<file path="src/rtl/seq_pattern_gen.sv">
// Bit-serial pattern generator: shifts out pattern[pat_len-1:0], MSB first,
// repeated repeat_cnt times with optional idle gaps, under start/abort control.
//
// state | meaning
// ------+-----------------------------------------------------------
// IDLE  | waiting for start; flags err on an illegal pat_len
// SEND  | one pattern bit per cycle, index counting down to 0
// GAP   | idle cycles between repetitions, busy still asserted
module seq_pattern_gen #(
  parameter int MAX_LEN = 16,
  parameter int LEN_W   = 5,
  parameter int CNT_W   = 8,
  parameter int GAP_W   = 4
) (
  input  logic               clk,
  input  logic               rst_n,
  input  logic               start,
  input  logic [MAX_LEN-1:0] pattern,
  input  logic [LEN_W-1:0]   pat_len,
  input  logic [CNT_W-1:0]   repeat_cnt,
  input  logic [GAP_W-1:0]   gap_len,
  input  logic               abort,
  output logic               x,
  output logic               x_valid,
  output logic               busy,
  output logic               done,
  output logic               err
);

  typedef enum logic [1:0] {
    S_IDLE = 2'd0,
    S_SEND = 2'd1,
    S_GAP  = 2'd2
  } state_t;

  state_t             state, state_n;
  logic [MAX_LEN-1:0] pat_r, pat_n;
  logic [LEN_W-1:0]   len_r, len_n;
  logic [LEN_W-1:0]   idx_r, idx_n;
  logic [CNT_W-1:0]   rep_r, rep_n;
  logic [GAP_W-1:0]   gap_r, gap_n;
  logic [GAP_W-1:0]   gcnt_r, gcnt_n;
  logic               x_n, x_valid_n, busy_n, done_n, err_n;
  logic               start_legal;

  // Shift-based bit pick keeps the index width independent of MAX_LEN.
  function automatic logic bit_at(input logic [MAX_LEN-1:0] p, input logic [LEN_W-1:0] i);
    logic [MAX_LEN-1:0] s;
    s = p >> i;
    return s[0];
  endfunction

  assign start_legal = (pat_len != '0) && (pat_len <= LEN_W'(MAX_LEN));

  // State, latched transfer parameters, counters and registered outputs.
  always_ff @(posedge clk or negedge rst_n) begin
    if (!rst_n) begin
      state   <= S_IDLE;
      pat_r   <= '0;
      len_r   <= '0;
      idx_r   <= '0;
      rep_r   <= '0;
      gap_r   <= '0;
      gcnt_r  <= '0;
      x       <= 1'b0;
      x_valid <= 1'b0;
      busy    <= 1'b0;
      done    <= 1'b0;
      err     <= 1'b0;
    end else begin
      state   <= state_n;
      pat_r   <= pat_n;
      len_r   <= len_n;
      idx_r   <= idx_n;
      rep_r   <= rep_n;
      gap_r   <= gap_n;
      gcnt_r  <= gcnt_n;
      x       <= x_n;
      x_valid <= x_valid_n;
      busy    <= busy_n;
      done    <= done_n;
      err     <= err_n;
    end
  end

  // Next-state logic; outputs are computed one cycle ahead so they register cleanly.
  always_comb begin
    state_n   = state;
    pat_n     = pat_r;
    len_n     = len_r;
    idx_n     = idx_r;
    rep_n     = rep_r;
    gap_n     = gap_r;
    gcnt_n    = gcnt_r;
    x_n       = 1'b0;
    x_valid_n = 1'b0;
    busy_n    = 1'b0;
    done_n    = 1'b0;
    err_n     = 1'b0;

    case (state)
      S_IDLE: begin
        if (start) begin
          if (start_legal) begin
            state_n   = S_SEND;
            pat_n     = pattern;
            len_n     = pat_len;
            idx_n     = pat_len - LEN_W'(1);
            rep_n     = (repeat_cnt == '0) ? CNT_W'(1) : repeat_cnt;
            gap_n     = gap_len;
            x_n       = bit_at(pattern, pat_len - LEN_W'(1));
            x_valid_n = 1'b1;
            busy_n    = 1'b1;
          end else begin
            err_n = 1'b1;
          end
        end
      end

      S_SEND: begin
        if (abort) begin
          state_n = S_IDLE;
        end else if (idx_r == '0) begin
          if (rep_r == CNT_W'(1)) begin
            state_n = S_IDLE;
            done_n  = 1'b1;
          end else begin
            rep_n = rep_r - CNT_W'(1);
            if (gap_r != '0) begin
              state_n = S_GAP;
              gcnt_n  = gap_r;
              busy_n  = 1'b1;
            end else begin
              idx_n     = len_r - LEN_W'(1);
              x_n       = bit_at(pat_r, len_r - LEN_W'(1));
              x_valid_n = 1'b1;
              busy_n    = 1'b1;
            end
          end
        end else begin
          idx_n     = idx_r - LEN_W'(1);
          x_n       = bit_at(pat_r, idx_r - LEN_W'(1));
          x_valid_n = 1'b1;
          busy_n    = 1'b1;
        end
      end

      S_GAP: begin
        if (abort) begin
          state_n = S_IDLE;
        end else if (gcnt_r == GAP_W'(1)) begin
          state_n   = S_SEND;
          idx_n     = len_r - LEN_W'(1);
          x_n       = bit_at(pat_r, len_r - LEN_W'(1));
          x_valid_n = 1'b1;
          busy_n    = 1'b1;
        end else begin
          gcnt_n = gcnt_r - GAP_W'(1);
          busy_n = 1'b1;
        end
      end

      default: state_n = S_IDLE;
    endcase
  end

endmodule

</file>
<file path="config.mk">
export PLATFORM = sky130hd
export DESIGN_NAME = seq_pattern_gen
export DESIGN_NICKNAME = d
export VERILOG_FILES = /design/src/rtl/seq_pattern_gen.sv
export SDC_FILE = /design/constraint.sdc
export NUM_CORES = 1
export LEC_CHECK = 0
export CAP_MARGIN = 40
export CORE_UTILIZATION = 55
export CTS_CLUSTER_SIZE = 40
export DETAILED_ROUTE_END_ITERATION = 10
export DONT_BUFFER_PORTS = 1
export PLACE_DENSITY = 0.66
export SETUP_SLACK_MARGIN = 0.02
export SLEW_MARGIN = 20
export SYNTH_ARGS = -nofsm -noshare
export SYNTH_HDL_FRONTEND = slang
export SYNTH_SLANG_ARGS = --single-unit
</file>
<file path="constraint.sdc">
create_clock -name clk -period 3.2 [get_ports clk]
set_clock_uncertainty 0.05 [all_clocks]
set_input_delay 0.32 -clock clk [delete_from_list [all_inputs] [get_ports clk]]
set_output_delay 0.32 -clock clk [all_outputs]
set_load 0.1 [all_outputs]
</file>
==> metrics.log <==
[metrics] GP Congestion: 0.897
[metrics] final setup fails: 0
[metrics] number of global-route vias before repair: 2521
[metrics] Final Critical Period: 2.53 ns
[metrics] Max rail drop VDD: 0.000433 V
[metrics] post-CTS resize count: 0
[metrics] area of the placeable core: 5610 um^2
[metrics] switching pwr: 0.00155 W
[metrics] maximum clock path buffer count: 2
[metrics] Diodes inserted: 0
[metrics] signal arrival time at the worst endpoint: 2.69 ns
[metrics] proportion of register bits with asynchronous set or reset after synthesis: 100%
[metrics] Sequential Power Share: 38.4%
[metrics] Crit path largest cell delay: 0.67 ns
[metrics] half-perimeter wire length of the detailed placement result: 5.48 mm
[metrics] cell with the largest stage delay on the worst path: or4b_2
[metrics] area growth from synthesis to layout: 7.05%
[metrics] slew margin rel.: 41.6%
[metrics] Area contributors post-synth: dfrtp_1 (38%), nand2_1 (7.9%), mux4_2 (6.9%)
[metrics] Distinct cells, synth: 60
[metrics] input/output buffers: 0
[metrics] Slew @ Worst Pin: 0.876 ns
[metrics] per-cell routed wire length: 17.9 um
[metrics] sum of routed wire length over all layers: 7.42 mm
[metrics] number of max-slew violations in the final report: 0
[metrics] first-pass GRT wire length: 12.7 mm
[metrics] Data required, critical path: 3.35 ns
[metrics] post-route antenna net violation count: 0
[metrics] most frequent cell after synthesis: nand2_1
[metrics] share of the yosys chip area belonging to registers: 37.8%
[metrics] share of power burned in combinational logic: 49.9%
[metrics] number of buffer and inverter stages on the critical path: 1
[metrics] Num CTS Buffers: 5
[metrics] outcome: complete, no violations
[metrics] H-Tree Depth: 2
[metrics] post-route clock period utilization: 79.2%
[metrics] antenna violations before repair: 0
[metrics] detailed-router iteration count before antenna repair: 5
[metrics] die area: 6220 um^2
[metrics] type of the setup path with the least slack: reg -> reg
[metrics] net count after synthesis: 388
[metrics] maximum number of pins on one net before global-route repair: 50
[metrics] grt total ovfl: 0
[metrics] Clk pwr share: 11.7%
[metrics] peak clock frequency supported by timing: 395 MHz
[metrics] Die Y-Extent: 78.9 um
[metrics] starting density of the core: 57.9%
[metrics] count of maximum capacitance violations: 0
[metrics] I/O pin total: 42
[metrics] most instantiated cells after synthesis: nand2_1 (68), dfrtp_1 (49), inv_1 (19), nor3_1 (16)
[metrics] critical-path cell list: inv_1, ha_1, or4b_2, a21o_1, a211oi_2, mux2_1
[metrics] r2r setup slk: 0.67 ns
[metrics] clock tree from TritonCTS: yes
[metrics] maximum net fanout on the critical path: 7
[metrics] Pint: 0.00196 W
[metrics] Rows: 27
[metrics] yosys warns: 0
[metrics] clock root buffer master: clkbuf_8
[metrics] via density per instance: 6.23
[metrics] largest area contributor in the synthesized netlist: dfrtp_1
[metrics] proportion of layout cells with a drive suffix above 1: 13.2%
[metrics] insertion delay to the later sink of the worst-skew pair: 0.31 ns
[metrics] class of the tightest hold or removal check: in -> reg
[metrics] family with the most delay on the worst path: simple AND/OR/NAND/NOR gates
[metrics] Final Hold Vio Count: 0
[metrics] type of destination of the critical path: flip-flop
[metrics] horizontal die dimension: 78.9 um
[metrics] initial DRC count: 228
[metrics] startpoint types: flip-flop
[metrics] number of enable flip-flop cells after synthesis: 0
[metrics] via total after detailed routing: 2580
[metrics] Sw Share: 44.1%
[metrics] flop and latch count out of synthesis: 49
[metrics] tightest hold margin: 0.0614 ns
[metrics] share of the core filled with cells: 62.0%
[metrics] most instantiated flip-flop cell in the synthesis netlist: dfrtp_1
[metrics] power density relative to cell area: 1010 nW/um^2
[metrics] count of mapped cells out of synthesis: 338
[metrics] clock slew at reported path FFs: 0.10 ns
[metrics] mean post-synth cell area: 9.61 um^2
[metrics] final total negative setup slack: 0 ns
[metrics] number of clock sinks: 49
[metrics] Final nets: 391
[metrics] static leakage: 1.51 nW
[metrics] setup repair after global routing missed its margin: false
[metrics] final routed DRC violation total: 0
[metrics] total routing usage reported by global routing: 26.6%
[metrics] Synth Cell Area: 3250 um^2
[metrics] portion of synthesized cell area occupied by the leading cell type: 37.8%
[logic make-up after synthesis]
| group | share of synthesized area (%) |
|---|---|
| adders and majority gates | 5.01 |
| buffers and inverters | 3.47 |
| AOI/OAI and AO/OA | 14.1 |
| and+or+nand+nor | 21.7 |
| DFF | 37.8 |
| xor gates and xnor gates | 2.89 |
| muxes | 15.1 |
[stage by stage]
step	setup WS [ns]	total power, W	std cells	cell area [um^2]
CTS	0.668	0.00351	414	3480
floorplan	0.762	0.00267	338	3250
global placement	0.759	0.00305	404	3340
detailed placement	0.675	0.00307	404	3340
finish	0.666	0.00352	414	3480
global route	0.422	0.00378	414	3480
[layout by cell type (no fill, tap or decap), drive strengths merged, types with 7 or more instances in the layout]
master	instances
dfrtp	49
mux2	11
nor2	14
o21ai	10
ha	13
nor3	16
a21oi	13
clkbuf	7
mux2i	14
nand2	68
inv	19
nand3	8
mux4	10
[repair_timing]
action,in CTS,in global routing
setup buffers,0,0
endpoints found under the hold margin,49,0
hold buffers,2,0
[power groups by stage]
stage | clock, W | sequential (W) | combinational [W]
2_1_floorplan | 0 | 0.00124 | 0.00143
3_5_place_dp | 0 | 0.00136 | 0.00172
3_3_place_gp | 0 | 0.00135 | 0.00170
4_1_cts | 0.000419 | 0.00135 | 0.00174
6_report | 0.000411 | 0.00135 | 0.00176
5_1_grt | 0.000440 | 0.00140 | 0.00194
[flip-flops by register name, summed over array words and instances (netlist names)]
| register | count |
|---|---|
| busy | 1 |
| x | 1 |
| err | 1 |
| pat_r | 16 |
| gcnt_r | 4 |
| len_r | 5 |
| gap_r | 4 |
| x_valid | 1 |
| rep_r | 8 |
| idx_r | 5 |
| done | 1 |
| state | 2 |
[metal layers]
| layer | wire length [um] | part of all wire (%) | global-route usage [%] | vias up |
|---|---|---|---|---|
| li1 | - | - | - | 1230 |
| met1 | 3660 | 49 | 41.2 | 1257 |
| met2 | 3250 | 44 | 38.0 | 87 |
| met3 | 434 | 5.8 | 4.94 | 6 |
| met4 | 80 | 1.1 | 6.91 | 0 |
| met5 | 0 | 0 | 0 | - |
[layout make-up]
cell class / count / area, um^2
clock buffers: 7 / 96.3
clock inverters: 1 / 5.00
fillers: 486 / 2130
inverters: 19 / 71.3
multi-input cells: 259 / 1910
flip-flops and latches: 49 / 1230
well taps: 72 / 90.1
repair buffers: 7 / 75.1
[path summary, 6_finish.rpt]
path                             from        end  depth (start not counted)
setup / recovery             idx_r[0]   state[1]                          6
hold reg to reg             pat_r[13]  pat_r[13]                          2
min in group asynchronous       rst_n   idx_r[1]                          2
setup reg to reg             idx_r[0]   state[1]                          6
max in group asynchronous       rst_n   rep_r[7]                          2
hold / removal             pattern[8]   pat_r[8]                          2
No activity file was read; power rests on OpenSTA's default activity.
